**src/rtl/pc8001m_ps2_pkg.sv**
```systemverilog
// Shared types and helpers for the PS/2 key serializer.
// Used by ps2_key_serializer (optional typematic via PS2_TYPEMATIC_EN) and its byte FIFO.
package pc8001m_ps2_pkg;

  typedef enum logic [2:0] {
    S_IDLE,
    S_START,
    S_DATA,
    S_PARITY,
    S_STOP,
    S_GAP
  } ser_state_t;

  localparam logic [7:0]  PS2_EXT_PREFIX   = 8'hE0;
  localparam logic [7:0]  PS2_BREAK_PREFIX = 8'hF0;
  localparam int unsigned PS2_FRAME_CELLS  = 11;

  // Parity bit that makes the 9-bit {parity, data} group contain an odd number of ones
  function automatic logic odd_parity(input logic [7:0] b);
    return ~^b;
  endfunction

endpackage

```
**src/rtl/ps2_byte_fifo.sv**
```systemverilog
// Synchronous byte FIFO with first-word fall-through read data and occupancy count.
// Simultaneous push and pop are allowed; push when full and pop when empty are ignored.
module ps2_byte_fifo #(
  parameter int unsigned FIFO_DEPTH = 16
) (
  input  logic                            clk,
  input  logic                            rst_n,
  input  logic                            i_push,
  input  logic [7:0]                      i_din,
  input  logic                            i_pop,
  output logic [7:0]                      o_dout_c,
  output logic [$clog2(FIFO_DEPTH):0]     o_count
);

  localparam int unsigned AW = $clog2(FIFO_DEPTH);
  localparam int unsigned CW = AW + 1;

  logic [7:0]    r_mem [FIFO_DEPTH];
  logic [AW-1:0] r_wr;
  logic [AW-1:0] r_rd;
  logic [CW-1:0] r_count;
  logic          w_push_ok;
  logic          w_pop_ok;

  assign w_push_ok = i_push && (r_count != CW'(FIFO_DEPTH));
  assign w_pop_ok  = i_pop && (r_count != '0);
  assign o_dout_c  = r_mem[r_rd];
  assign o_count   = r_count;

  always_ff @(posedge clk) begin
    if (w_push_ok) r_mem[r_wr] <= i_din;
  end

  always_ff @(posedge clk or negedge rst_n) begin
    if (!rst_n) begin
      r_wr    <= '0;
      r_rd    <= '0;
      r_count <= '0;
    end else begin
      if (w_push_ok) r_wr <= r_wr + AW'(1);
      if (w_pop_ok)  r_rd <= r_rd + AW'(1);
      r_count <= r_count + CW'(w_push_ok) - CW'(w_pop_ok);
    end
  end

endmodule

```
**src/rtl/ps2_key_serializer.sv**
```systemverilog
// Turns hps_io ps2_key toggle events into PS/2 device-to-host frames via a byte FIFO.
// Optional key auto-repeat is compiled in when PS2_TYPEMATIC_EN is defined.
module ps2_key_serializer
  import pc8001m_ps2_pkg::*;
#(
  parameter int unsigned CLK_HZ     = 28636360,
  parameter int unsigned PS2_HZ     = 12500,
  parameter int unsigned FIFO_DEPTH = 16,
  parameter int unsigned GAP_BITS   = 2
) (
  input  logic        clk_sys,
  input  logic        reset_n,
  input  logic [10:0] ps2_key,
  output logic        ps2_clk,
  output logic        ps2_data,
  output logic        busy,
  output logic        overflow
);

  localparam int unsigned HALF    = CLK_HZ / (2 * PS2_HZ);
  localparam int unsigned CELL    = 2 * HALF;
  localparam int unsigned GAP_LEN = (GAP_BITS * CELL > 0) ? GAP_BITS * CELL : 1;
  localparam int unsigned TMAX    = (CELL > GAP_LEN) ? CELL : GAP_LEN;
  localparam int unsigned TW      = $clog2(TMAX + 1);
  localparam int unsigned CW      = $clog2(FIFO_DEPTH) + 1;

  // ---------------- event admission ----------------
  logic          r_primed;
  logic          r_key_prev;
  logic [7:0]    r_pend0;
  logic [7:0]    r_pend1;
  logic [1:0]    r_pend_cnt;
  logic          r_overflow;
  logic          w_toggle;
  logic          w_rep_req;
  logic          w_rep_ext;
  logic [7:0]    w_rep_code;
  logic          w_evt;
  logic          w_press;
  logic          w_ext;
  logic [7:0]    w_code;
  logic [1:0]    w_n;
  logic [7:0]    w_b0;
  logic [7:0]    w_b1;
  logic [7:0]    w_b2;
  logic [CW-1:0] w_count;
  logic [CW-1:0] w_free;
  logic          w_accept;
  logic          w_drop;
  logic          w_push;
  logic [7:0]    w_din;
  logic          w_pop;
  logic [7:0]    w_dout;

  assign w_toggle = r_primed && (ps2_key[10] != r_key_prev);
  assign w_evt    = (r_pend_cnt == 2'd0) && (w_toggle || w_rep_req);
  assign w_press  = w_toggle ? ps2_key[9]   : 1'b1;
  assign w_ext    = w_toggle ? ps2_key[8]   : w_rep_ext;
  assign w_code   = w_toggle ? ps2_key[7:0] : w_rep_code;

  // Byte sequence: optional E0, optional F0, then the scan code
  always_comb begin
    w_n  = 2'd1;
    w_b0 = w_code;
    w_b1 = '0;
    w_b2 = '0;
    unique case ({w_ext, ~w_press})
      2'b10: begin w_n = 2'd2; w_b0 = PS2_EXT_PREFIX;   w_b1 = w_code; end
      2'b01: begin w_n = 2'd2; w_b0 = PS2_BREAK_PREFIX; w_b1 = w_code; end
      2'b11: begin w_n = 2'd3; w_b0 = PS2_EXT_PREFIX;   w_b1 = PS2_BREAK_PREFIX; w_b2 = w_code; end
      default: ;
    endcase
  end

  assign w_free   = CW'(FIFO_DEPTH) - w_count;
  assign w_accept = w_evt && (w_free >= CW'(w_n));
  assign w_drop   = w_evt && !w_accept;
  assign w_push   = w_accept || (r_pend_cnt != 2'd0);
  assign w_din    = w_accept ? w_b0 : r_pend0;

  always_ff @(posedge clk_sys or negedge reset_n) begin
    if (!reset_n) begin
      r_primed   <= 1'b0;
      r_key_prev <= 1'b0;
      r_pend0    <= '0;
      r_pend1    <= '0;
      r_pend_cnt <= '0;
      r_overflow <= 1'b0;
    end else begin
      r_overflow <= w_drop;
      if (!r_primed) begin
        r_primed   <= 1'b1;
        r_key_prev <= ps2_key[10];
      end else if (w_evt && w_toggle) begin
        r_key_prev <= ps2_key[10];
      end
      if (w_accept) begin
        r_pend0    <= w_b1;
        r_pend1    <= w_b2;
        r_pend_cnt <= w_n - 2'd1;
      end else if (r_pend_cnt != 2'd0) begin
        r_pend0    <= r_pend1;
        r_pend_cnt <= r_pend_cnt - 2'd1;
      end
    end
  end

`ifdef PS2_TYPEMATIC_EN
  localparam longint unsigned TM_DELAY = 64'(CLK_HZ) / 2;
  localparam longint unsigned TM_RATE  = (64'(CLK_HZ) * 92) / 1000;
  localparam int unsigned     TMW      = $clog2(TM_DELAY + 1);

  logic           r_tm_valid;
  logic           r_tm_first;
  logic           r_tm_req;
  logic           r_tm_ext;
  logic [7:0]     r_tm_code;
  logic [TMW-1:0] r_tm_cnt;
  logic [TMW-1:0] w_tm_target;

  assign w_rep_req   = r_tm_req;
  assign w_rep_ext   = r_tm_ext;
  assign w_rep_code  = r_tm_code;
  assign w_tm_target = r_tm_first ? TMW'(TM_DELAY - 1) : TMW'(TM_RATE - 1);

  // Tracks the last pressed key and raises a repeat request at delay, then at rate
  always_ff @(posedge clk_sys or negedge reset_n) begin
    if (!reset_n) begin
      r_tm_valid <= 1'b0;
      r_tm_first <= 1'b1;
      r_tm_req   <= 1'b0;
      r_tm_ext   <= 1'b0;
      r_tm_code  <= '0;
      r_tm_cnt   <= '0;
    end else if (w_evt && w_toggle) begin
      r_tm_req   <= 1'b0;
      r_tm_cnt   <= '0;
      r_tm_first <= 1'b1;
      if (ps2_key[9]) begin
        r_tm_valid <= 1'b1;
        r_tm_ext   <= ps2_key[8];
        r_tm_code  <= ps2_key[7:0];
      end else if ({ps2_key[8], ps2_key[7:0]} == {r_tm_ext, r_tm_code}) begin
        r_tm_valid <= 1'b0;
      end
    end else begin
      if (w_evt) r_tm_req <= 1'b0;
      if (r_tm_valid) begin
        if (r_tm_cnt == w_tm_target) begin
          r_tm_req   <= 1'b1;
          r_tm_cnt   <= '0;
          r_tm_first <= 1'b0;
        end else begin
          r_tm_cnt <= r_tm_cnt + TMW'(1);
        end
      end
    end
  end
`else
  assign w_rep_req  = 1'b0;
  assign w_rep_ext  = 1'b0;
  assign w_rep_code = '0;
`endif

  ps2_byte_fifo #(
    .FIFO_DEPTH (FIFO_DEPTH)
  ) u_fifo (
    .clk      (clk_sys),
    .rst_n    (reset_n),
    .i_push   (w_push),
    .i_din    (w_din),
    .i_pop    (w_pop),
    .o_dout_c (w_dout),
    .o_count  (w_count)
  );

  // ---------------- serializer ----------------
  ser_state_t    r_state;
  ser_state_t    w_state_nxt;
  logic [TW-1:0] r_tick;
  logic [TW-1:0] w_tick_nxt;
  logic [2:0]    r_bit;
  logic [2:0]    w_bit_nxt;
  logic [7:0]    r_shift;
  logic [7:0]    w_shift_nxt;
  logic          r_par;
  logic          w_par_nxt;
  logic          r_clk;
  logic          w_clk_nxt;
  logic          r_data;
  logic          w_data_nxt;
  logic          r_busy;

  always_ff @(posedge clk_sys or negedge reset_n) begin
    if (!reset_n) r_state <= S_IDLE;
    else          r_state <= w_state_nxt;
  end

  // Each bit cell: clock high for HALF cycles, then low for HALF; data changes at cell start
  always_comb begin
    w_state_nxt = r_state;
    w_tick_nxt  = r_tick;
    w_bit_nxt   = r_bit;
    w_shift_nxt = r_shift;
    w_par_nxt   = r_par;
    w_clk_nxt   = r_clk;
    w_data_nxt  = r_data;
    w_pop       = 1'b0;
    unique case (r_state)
      S_IDLE: begin
        w_clk_nxt  = 1'b1;
        w_data_nxt = 1'b1;
        if (w_count != '0) begin
          w_pop       = 1'b1;
          w_shift_nxt = w_dout;
          w_par_nxt   = odd_parity(w_dout);
          w_bit_nxt   = '0;
          w_tick_nxt  = '0;
          w_data_nxt  = 1'b0;
          w_state_nxt = S_START;
        end
      end
      S_START, S_DATA, S_PARITY, S_STOP: begin
        w_tick_nxt = r_tick + TW'(1);
        if (r_tick == TW'(HALF - 1)) w_clk_nxt = 1'b0;
        if (r_tick == TW'(CELL - 1)) begin
          w_tick_nxt = '0;
          w_clk_nxt  = 1'b1;
          unique case (r_state)
            S_START: begin
              w_state_nxt = S_DATA;
              w_data_nxt  = r_shift[0];
            end
            S_DATA: begin
              if (r_bit == 3'd7) begin
                w_state_nxt = S_PARITY;
                w_data_nxt  = r_par;
              end else begin
                w_bit_nxt   = r_bit + 3'd1;
                w_shift_nxt = r_shift >> 1;
                w_data_nxt  = r_shift[1];
              end
            end
            S_PARITY: begin
              w_state_nxt = S_STOP;
              w_data_nxt  = 1'b1;
            end
            default: begin
              w_state_nxt = S_GAP;
              w_data_nxt  = 1'b1;
            end
          endcase
        end
      end
      S_GAP: begin
        w_clk_nxt  = 1'b1;
        w_data_nxt = 1'b1;
        w_tick_nxt = r_tick + TW'(1);
        if (r_tick == TW'(GAP_LEN - 1)) begin
          w_tick_nxt  = '0;
          w_state_nxt = S_IDLE;
        end
      end
      default: w_state_nxt = S_IDLE;
    endcase
  end

  always_ff @(posedge clk_sys or negedge reset_n) begin
    if (!reset_n) begin
      r_tick  <= '0;
      r_bit   <= '0;
      r_shift <= '0;
      r_par   <= 1'b0;
      r_clk   <= 1'b1;
      r_data  <= 1'b1;
      r_busy  <= 1'b0;
    end else begin
      r_tick  <= w_tick_nxt;
      r_bit   <= w_bit_nxt;
      r_shift <= w_shift_nxt;
      r_par   <= w_par_nxt;
      r_clk   <= w_clk_nxt;
      r_data  <= w_data_nxt;
      r_busy  <= (w_count != '0) || (r_state != S_IDLE);
    end
  end

  assign ps2_clk  = r_clk;
  assign ps2_data = r_data;
  assign busy     = r_busy;
  assign overflow = r_overflow;

endmodule

```
**config.mk**
```make
export PLATFORM = sky130hd
export DESIGN_NAME = ps2_key_serializer
export DESIGN_NICKNAME = d
export VERILOG_FILES = /design/src/rtl/pc8001m_ps2_pkg.sv /design/src/rtl/ps2_byte_fifo.sv /design/src/rtl/ps2_key_serializer.sv
export SDC_FILE = /design/constraint.sdc
export NUM_CORES = 1
export LEC_CHECK = 0
export CORE_MARGIN = 4
export CORE_UTILIZATION = 55
export CTS_BUF_LIST = sky130_fd_sc_hd__clkbuf_16
export CTS_CLUSTER_SIZE = 28
export DETAILED_ROUTE_END_ITERATION = 8
export PLACE_DENSITY = 0.75
export SLEW_MARGIN = 30
export SYNTH_ARGS = -nofsm -noshare
export SYNTH_HDL_FRONTEND = slang
export SYNTH_SLANG_ARGS = --single-unit
```
**constraint.sdc**
```tcl
create_clock -name clk_sys -period 3.9 [get_ports clk_sys]
set_input_delay 0.78 -clock clk_sys [delete_from_list [all_inputs] [get_ports clk_sys]]
set_output_delay 0.78 -clock clk_sys [all_outputs]
set_load 0.02 [all_outputs]
```
After elaboration in Yosys (flattened, before gate mapping)
Memories as Yosys holds them, arrays and structs flattened.
Cells that the tools add are included.

cells by class
  $add $sub $neg = 9
  order comparisons = 1
  equality and inequality tests = 22
  multiplexer cells = 46
  bitwise operators = 1
  reduce and logical (&&, ||, !) cells = 30

operators by type and width
  operator                                               number
  2-to-1 mux 8 bit                                       9
  one-hot mux 8 bit (2 select lines)                     3
  2-to-1 mux 13 bit                                      3
  one-hot mux 13 bit (3 select lines)                    1
  2-to-1 mux 3 bit                                       8
  one-hot mux 3 bit (3 select lines)                     2
  adder 13 x 1 -> 13 bit, second input constant          1
  equality test 13 x 11 -> 1 bit, second input constant  1
  equality test 13 x 12 -> 1 bit, second input constant  1
  equality test 13 bit, second input constant            1
  2-to-1 mux 1 bit                                       13
  != test 2 bit, second input constant                   5
  equality test 3 bit, second input constant             3
  adder 4 x 1 -> 4 bit, second input constant            2
  AND reduction 2 bit                                    4
  nonzero test 2 bit                                     4
  XNOR reduction 8 bit                                   1
  logical AND 1 bit                                      7
  equality test 3 x 2 -> 1 bit, second input constant    2
  != test 3 bit, second input constant                   2
  one-hot mux 3 bit (2 select lines)                     1
  nonzero test 3 bit                                     2
  OR reduction 2 bit                                     3
  adder 5 x 1 -> 5 bit                                   1
  24 further kinds                                       29

word-level totals
  register bits = 65
  RAM bits = 128
  input bits = 13
  output and inout bits = 4
  word-level logic and storage cells = 127
  memories kept = 1

memories
  memory        depth  bits a word  rd ports  clocked after Yosys merged registers in  wr ports  line                 text
  u_fifo.r_mem  16     8            1         0                                        1         ps2_byte_fifo.sv:18  logic [7:0] r_mem [FIFO_DEPTH];

Longest topological paths before layout
Gate-level depths: netlist of run 1.

  depth after elaboration = 13
  depth in mapped cells = 19
  gate-level depth less buffers = 17

Hierarchy
A second synthesis of run 1 with hierarchy kept.

unflattened totals
  cells, all modules = 680
  area, all modules = 9,044.9 um2

modules (own cells, without submodules)
  module              times used  cells each  area each (um2)  sequential area each (um2)
  ps2_byte_fifo       1           319         5,831.8          4,169.0
  ps2_key_serializer  1           361         3,213.1          1,303.8

Worst setup path after synthesis of run 1
Ideal clock, no wire load.

  kind = in2reg
  start point = in ps2_key[10]
  end point = reg u_fifo.r_count[4], in the netlist u_fifo.o_count[4]
  setup time = 0.080 ns
  arrival = 4.450 ns
  required time = 3.820 ns
  slack = -0.630 ns
  stages = 18
  buffers on the path = 2
  path through = xor2_1 -> and2_1 -> clkbuf_1 -> buf_1 -> nand2_1 -> ha_1 -> inv_1 -> ha_1 -> o21ai_0 -> nand4_1 -> a21oi_1 -> nor2_1 -> ha_1 -> fa_1 -> a21oi_1 -> nor2_1 -> nor2_1 -> xnor2_1

between the ends
  cells in the longest elaborated chain, start to end = 13
  elaborated cells between the ends (all ways) = 17
  classes of those cells = add/sub: 2; order compare: 1; eq/ne: 4; mux: 3; bitwise: 1; reduce/logical: 6

RTL lines
  item                                                                 line                      text
  start, declared                                                      ps2_key_serializer.sv:13  input logic [10:0] ps2_key,
  != test 1 bit (*)                                                    ps2_key_serializer.sv:55  assign w_toggle = r_primed && (ps2_key[10] != r_key_prev);
  logical AND 1 bit (*)                                                ps2_key_serializer.sv:55
  2-to-1 mux 1 bit                                                     ps2_key_serializer.sv:57  assign w_press = w_toggle ? ps2_key[9] : 1'b1;
  NOT 1 bit                                                            ps2_key_serializer.sv:67  unique case ({w_ext, ~w_press})
  equality test 2 x 1 -> 1 bit or equality test 2 bit (tied branches)  ps2_key_serializer.sv:67
  OR reduction 2 bit (no source line)                                  n/a
  one-hot mux 2 bit (2 select lines)                                   ps2_key_serializer.sv:67
  >= comparator 5 x 2 -> 1 bit                                         ps2_key_serializer.sv:76  assign w_accept = w_evt && (w_free >= CW'(w_n));
  logical AND 1 bit (*)                                                ps2_key_serializer.sv:76
  logical OR 1 bit (*)                                                 ps2_key_serializer.sv:78  assign w_push = w_accept || (r_pend_cnt != 2'd0);
  logical AND 1 bit (*)                                                ps2_byte_fifo.sv:25       assign w_push_ok = i_push && (r_count != CW'(FIFO_DEPTH));
  named net u_fifo.w_push_ok                                           ps2_byte_fifo.sv:22       logic w_push_ok;
  adder 5 x 1 -> 5 bit (*)                                             ps2_byte_fifo.sv:42       r_count <= r_count + CW'(w_push_ok) - CW'(w_pop_ok);
  subtractor 5 x 1 -> 5 bit (*)                                        ps2_byte_fifo.sv:42
  end signal, assigned                                                 ps2_byte_fifo.sv:42
  end, declared                                                        ps2_byte_fifo.sv:21       logic [CW-1:0] r_count;

The timed path passes the listed nets; every way through them passes the cells marked *.
A chain may end at the register's enable or synchronous reset.

Worst setup path after layout of run 1
  start point = in ps2_key[10]
  end point = mem u_fifo.r_mem[0][4] (enable)

between the ends
  cells in the longest elaborated chain, start to end = 13
  elaborated cells between the ends (all ways) = 17
  classes of those cells = order compare: 1; eq/ne: 4; mux: 5; bitwise: 1; reduce/logical: 6

RTL lines
  item                                                                 line                      text
  != test 1 bit (*)                                                    ps2_key_serializer.sv:55
  logical AND 1 bit (*)                                                ps2_key_serializer.sv:55
  2-to-1 mux 1 bit                                                     ps2_key_serializer.sv:57
  NOT 1 bit                                                            ps2_key_serializer.sv:67
  equality test 2 x 1 -> 1 bit or equality test 2 bit (tied branches)  ps2_key_serializer.sv:67
  OR reduction 2 bit (no source line)                                  n/a
  one-hot mux 2 bit (2 select lines)                                   ps2_key_serializer.sv:67
  >= comparator 5 x 2 -> 1 bit                                         ps2_key_serializer.sv:76
  logical AND 1 bit (*)                                                ps2_key_serializer.sv:76
  logical OR 1 bit (*)                                                 ps2_key_serializer.sv:78
  logical AND 1 bit (*)                                                ps2_byte_fifo.sv:25
  named net u_fifo.w_push_ok                                           ps2_byte_fifo.sv:22
  2-to-1 mux 1 bit (*)                                                 ps2_byte_fifo.sv:31       if (w_push_ok) r_mem[r_wr] <= i_din;
  2-to-1 mux 1 bit (not written as such) (*)                           ps2_byte_fifo.sv:31
  end, declared                                                        ps2_byte_fifo.sv:18

Marked as above.

==> results.toml, run 1 <==
[timing]
min_period_ps = 3700
fin_crit_sh_pct = 95.0
relSlewSlack_pct = 37.2
max_freq_mhz = 270
rsz0062_at_grt = "false"
finalSetupViolCount = 0
hold_violations = 0
tightest_slew_ps = 937
holdWs_ps = 281
clock_skew_ps = 11.3
drv_slew = 0

[cells_and_area]
diodes = 0
final_cells = 871
final_cell_mix = "edfxtp_1 (128), nand2_1 (70), dfrtp_1 (62)"
fin_nets = 686
final_common_cell = "edfxtp_1"
areaGrowthSynthToFinish_pct = 12.6
drive_above_1_share_pct = 15.8

[die]
ios = 17
die_w_um = 133
start_util_pct = 56.3
core_region_area_um2 = 15300
die_y_um = 133
dieArea_um2 = 17700
row_count = 45

[setup_path]
crit_end = "u_fifo.r_mem[0][4]$_DFFE_PP_"
worstSetupPathType = "in -> reg"
cp_top_family = "simple AND/OR/NAND/NOR gates"
crit_arrival_ps = 3750
critPathLaunchType = "primary input"
r2r_cells = 13
crit_required_ps = 3950
r2r-start = "r_key_prev$_DFFE_PN0P_"
crit_start = "ps2_key[10]"
critPathSlowestCell = "nor3_2"
worst-path-stages = 14
crit_chain = "clkdlybuf4s50_1, xor2_1, and2_4, nand2b_1, ha_4, inv_1, ha_1, o21ai_0, nand4_1, a21oi_2, nor2_2, buf_4, nand2_1, nor3_2"
worstPathMaxFanout = 8
reg2reg_slack_ps = 640
cp.buffers_inverters = 3
endpoint_kind = "register"
max_stage_delay_ps = 730
r2r_end = "u_fifo.r_mem[0][4]$_DFFE_PP_"

[synth]
avgSynthCellArea_um2 = 13.9
yosys.area.top_type = "edfxtp_1"
synth_nets = 657
ys.flop_type = "edfxtp_1"
yosys_warnings = 0
synth_cells = 618
synth.area.top_cells = "edfxtp_1 (45%), dfrtp_1 (18%), mux4_2 (6.6%)"
synth_cell_types = 50
yosys_register_bits = 193
ys_seq_area_share_pct = 63.7
synth_edf_count = 128
yosys.area.top_type_share_pct = 44.7
async_flop_share_pct = 33.7
synthesis.area_um2 = 8590

[detailed_routing]
num_vias = 5084
drtPass1Iterations = 5
drc = 0
ant_nets = 0
finalWirelength_mm = 17.4
drtIter0Drc = 486
vias_per_cell = 5.84
avgRoutedWirePerCell_um = 20.0

[global_routing]
grt-busiest-layer = "met2"
gr-usage-all-layers_pct = 20.6
use_met3_pct = 4.83
grt_max_degree = 36
grt_pass1_vias = 5013
grt_antenna_before_repair = 0
gr-total-overflow = 0
grt_pass1_wl_mm = 27.9
grt_use_met2_pct = 32.6
met1_usage_pct = 28.7

[cts]
clock_latency_ps = 430
cts_htree_levels = 4
clk_pin_slew_worst_paths_ps = 70
cts_resized = 0
cts_tree = "yes"
cts_setup_buffers = 0
cts_buffers = 17
cts_max_path_buffers = 2
clkSinkCount = 193
hold_buffers = 0
root_buffer = "clkbuf_16"

[min_path]
hold_path.class = "in -> async"

[outcome]
status = "finished clean"

[power_and_ir_drop]
p_int_uw = 3860
p_leak_uw = 0.00367
net-switching-power_uw = 1520
p_seq_share_pct = 49.1
pwr-share-comb_pct = 19.5
p_per_area_nw_per_um2 = 556
clockPowerShare_pct = 31.4
ir_drop_mv = 0.412
swShare_pct = 28.3

[placed_design]
gp_congestion = 0.833
dp_hpwl_mm = 11.1
portBuffers = 16
dp_cells = 839

[flow_run]
cap_violations = 0
==> cell usage after synthesis (3+ instances only) <==
master    instances
nand4_1           8
o21ai_0          26
nor2_1           54
ha_1             25
a21o_1            4
xnor2_1          18
mux4_2           25
nand2_1          70
xor2_1           10
mux4_1            7
nor2b_1           8
a22oi_1          16
a21oi_1          14
nand3_1          16
edfxtp_1        128
nand2b_1          3
dfrtp_1          63
clkbuf_1         12
nor3_1            6
a211oi_1          7
nor4b_1           3
inv_1            22
mux2_2            7
a31oi_1          15
a22o_1            5
buf_2             6
and2_1            4
buf_1             5
==> cell type report <==
cell class                      count  area, um^2
Sequential cell                   193        5470
Fill cell                        1100        5590
Clock inverter                     15         139
Inverter                           23        86.3
Clock buffer                       17         425
Timing Repair Buffer               37         338
Multi-Input combinational cell    375        2940
Tap cell                          211         264
==> through the flow <==
step | TNS [ps] | utilization, % | setup WS (ps) | area [um^2] | total power, uW
6_report | 0 | 63.4 | 197 | 9670 | 5380
5_1_grt | 0 | 63.4 | 13.7 | 9670 | 5630
4_1_cts | 0 | 63.4 | 200 | 9670 | 5410
3_5_place_dp | -21720 | 59.7 | -227 | 9100 | 3720
3_3_place_gp | -3830 | 59.5 | -78.9 | 9080 | 3660
2_1_floorplan | -1320 | - | -94.9 | 8650 | 3360
==> routing by layer <==
metal,wire length (um),up-vias
li1,-,2353
met1,7300,2500
met2,8630,209
met3,1140,22
met4,331,0
met5,0,-
==> cells by family (layout without fill, tap and decap cells) <==
family | Yosys count | after routing | share of synthesized area, %
AO/OA/AOI/OAI | 93 | 93 | 6.88
buffers and inverters | 50 | 92 | 2.68
adder cells (fa/ha/maj) | 26 | 26 | 3.87
other | 1 | 1 | 0.0437
multiplexers | 41 | 41 | 9.85
XOR/XNOR | 30 | 30 | 3.23
AND/OR/NAND/NOR | 184 | 184 | 9.73
flip-flops | 193 | 193 | 63.7
==> sequential cells by signal, indices dropped and copies added, names as in the netlist <==
register        count
u_fifo.r_mem      128
r_tick             13
r_pend0             8
r_pend1             8
r_shift             8
u_fifo.o_count      5
u_fifo.r_rd         4
u_fifo.r_wr         4
r_bit               3
r_state             3
r_pend_cnt          2
busy                1
overflow            1
ps2_clk             1
ps2_data            1
r_key_prev          1
r_par               1
r_primed            1
==> how the worst min path moves through the flow <==
stage / startpoint / to / slack [ps] / cells past startpoint
floorplan: r_pend1[0]$_DFFE_PN0N_ / r_pend1[0]$_DFFE_PN0N_ / 450 / 2
global placement: r_pend1[0]$_DFFE_PN0N_ / r_pend1[0]$_DFFE_PN0N_ / 470 / 2
detailed placement: r_pend1[3]$_DFFE_PN0N_ / r_pend1[3]$_DFFE_PN0N_ / 470 / 2
CTS: reset_n / r_pend1[7]$_DFFE_PN0N_ / 280 / 1
global route: reset_n / r_pend1[7]$_DFFE_PN0N_ / 290 / 1
finish: reset_n / r_pend1[7]$_DFFE_PN0N_ / 280 / 1
==> power by group through the flow <==
| stage | logic [uW] | registers [uW] | clock network (uW) |
|---|---|---|---|
| floorplan | 742 | 2620 | 0 |
| global placement | 996 | 2660 | 0 |
| detailed placement | 1050 | 2680 | 0 |
| CTS | 1060 | 2640 | 1710 |
| global route | 1170 | 2660 | 1800 |
| finish | 1050 | 2640 | 1690 |
(Power assumes the default switching activity.)
==> run 2, diff against run 1 <==
--- a/config.mk
+++ b/config.mk
@@ -10,7 +10,8 @@
 export CTS_BUF_LIST = sky130_fd_sc_hd__clkbuf_16
 export CTS_CLUSTER_SIZE = 28
 export DETAILED_ROUTE_END_ITERATION = 8
-export PLACE_DENSITY = 0.75
+export DONT_BUFFER_PORTS = 1
+export PLACE_DENSITY = 0.73
 export SLEW_MARGIN = 30
 export SYNTH_ARGS = -nofsm -noshare
 export SYNTH_HDL_FRONTEND = slang
==> run 2 against run 1 <==
Net effect:
- worst hold slack worse by 250 ps
- final cell count down 2.9%
- clock-buffer cell count unchanged
- via count down 2.3%
- combinational power down 5%
- routed wire length down 2.5%
- critical path depth down 2
- utilization down 1.3 points
- critical endpoint is now u_fifo.r_mem[15][2]$_DFFE_PP_
- largest cell class unchanged
- largest power group unchanged
==> results.toml, run 2 (synthesis results as in run 1) <==
[timing]
max_freq_mhz = 291
drv_slew = 0
tightest_slew_ps = 870
fin_crit_sh_pct = 88.2
min_period_ps = 3440
final.setup.worst_slack_ps = 461
relSlewSlack_pct = 41.8
setup_tns_ps = 0
rsz0062_at_grt = "false"
holdWs_ps = 32.4
finalSetupViolCount = 0
hold_violations = 0
clock_skew_ps = 11.3

[cts]
clkSinkCount = 193
hold_buffers = 0
cts_tree = "yes"
cts_resized = 0
clk_pin_slew_worst_paths_ps = 70
cts_buffers = 17
cts_max_path_buffers = 2
cts_htree_levels = 4
cts_setup_buffers = 0
root_buffer = "clkbuf_16"
clock_latency_ps = 440

[global_routing]
gr-total-overflow = 0
grt_pass1_wl_mm = 28.0
grt_antenna_before_repair = 0
gr-usage-all-layers_pct = 20.6
grt_max_degree = 66
grt_pass1_vias = 5086

[die]
dieArea_um2 = 17700
core_region_area_um2 = 15300
row_count = 45
start_util_pct = 56.3
die_w_um = 133
die_y_um = 133
ios = 17

[detailed_routing]
avgRoutedWirePerCell_um = 20.1
ant_nets = 0
num_vias = 4968
vias_per_cell = 5.87
drtIter0Drc = 550
drc = 0
drtPass1Iterations = 5
finalWirelength_mm = 17.0

[placed_design]
post-place-ws_ps = 82.2
dpl_cell_area_um2 = 8860
gp_congestion = 0.894
dp_hpwl_mm = 11.2
portBuffers = 0

[setup_path]
crit_start = "r_key_prev$_DFFE_PN0P_"
worstSetupPathType = "reg -> reg"
endpoint_kind = "register"
r2r_cells = 12
crit_required_ps = 3960
crit_arrival_ps = 3500
r2r-start = "r_key_prev$_DFFE_PN0P_"
worstPathMaxFanout = 8
critPathLaunchType = "register"

[cells_and_area]
num-fill-cells = 1098
areaGrowthSynthToFinish_pct = 10.3
final_common_cell = "edfxtp_1"
drive_above_1_share_pct = 15.4
diodes = 0
fin_area_um2 = 9470
final_cell_mix = "edfxtp_1 (128), nand2_1 (70), dfrtp_1 (62)"
fin_util_pct = 62.1
fin_nets = 661
top_register = "u_fifo.r_mem"
top_regs = "u_fifo.r_mem (128), r_tick (13)"
largest_reg_flops = 128

[power_and_ir_drop]
clockPowerShare_pct = 33.3
net-switching-power_uw = 1510
pwr-share-comb_pct = 18.4
p_seq_share_pct = 48.4
p_per_area_nw_per_um2 = 576
p_leak_uw = 0.00356
ir_drop_mv = 0.337
p_int_uw = 3950
swShare_pct = 27.6

[outcome]
status = "finished clean"

[min_path]
hold_path.class = "in -> async"

[flow_run]
cap_violations = 0
run 2: cell count changes in the layout (fill, tap and decap cells not counted), sizes merged:
cell,delta
clkinvlp,+2
clkdlybuf4s50,-15
bufinv,+2
clkinv,-1
buf,-10
inv,-3
run 2: per-stage QoR:
step,power [uW],std cells
floorplan,3360,618
global placement,3610,814
detailed placement,3670,814
CTS,5490,846
global route,5720,846
finish,5460,846
run 2: cell type report:
class / count / area [um^2] / area share [%]
multi-input cells: 375 / 2950 / 31.1
clock inverters: 15 / 188 / 1.98
clock buffers: 17 / 425 / 4.49
repair buffers: 12 / 90.1 / 0.951
flip-flops and latches: 193 / 5470 / 57.8
inverters: 23 / 86.3 / 0.911
well taps: 211 / 264 / 2.79
run 2: routing by layer:
layer	vias up	global-route usage, %	wire (um)
met2	153	33.4	8380
li1	2290	-	-
met1	2500	27.9	7370
met3	25	4.75	929
met5	-	0	0
met4	0	6.70	293
run 2: worst paths after layout:
kind | to | slack, ps
setup reg to reg | u_fifo.r_mem[15][2]$_DFFE_PP_ | 460
setup / recovery | u_fifo.r_mem[15][2]$_DFFE_PP_ | 460
hold / removal | r_state[1]$_DFFE_PN0P_ | 30
hold reg to reg | r_bit[0]$_DFFE_PN0P_ | 490
max in group asynchronous | ps2_clk$_DFFE_PN1P_ | 3700
min in group clk_sys | r_pend1[4]$_DFFE_PN0N_ | 470
run 2: critical path, cell delays in order, from the launching register on:
cell and delay [ps]:
dfrtp_1 390, xor2_1 200, and2_4 190, nand2_1 110
ha_4 330, inv_1 80, ha_1 270, o21ai_0 80
nand4_1 110, a21oi_2 90, nor2_2 270, nand2_1 230
nor2_1 700
run 2: power groups by stage:
| stage | Combinational (uW) | Sequential, uW | Clock, uW |
|---|---|---|---|
| CTS | 1000 | 2640 | 1840 |
| floorplan | 742 | 2620 | 0 |
| global route | 1120 | 2660 | 1940 |
| finish | 1000 | 2640 | 1820 |
| detailed placement | 990 | 2680 | 0 |
| global placement | 946 | 2670 | 0 |
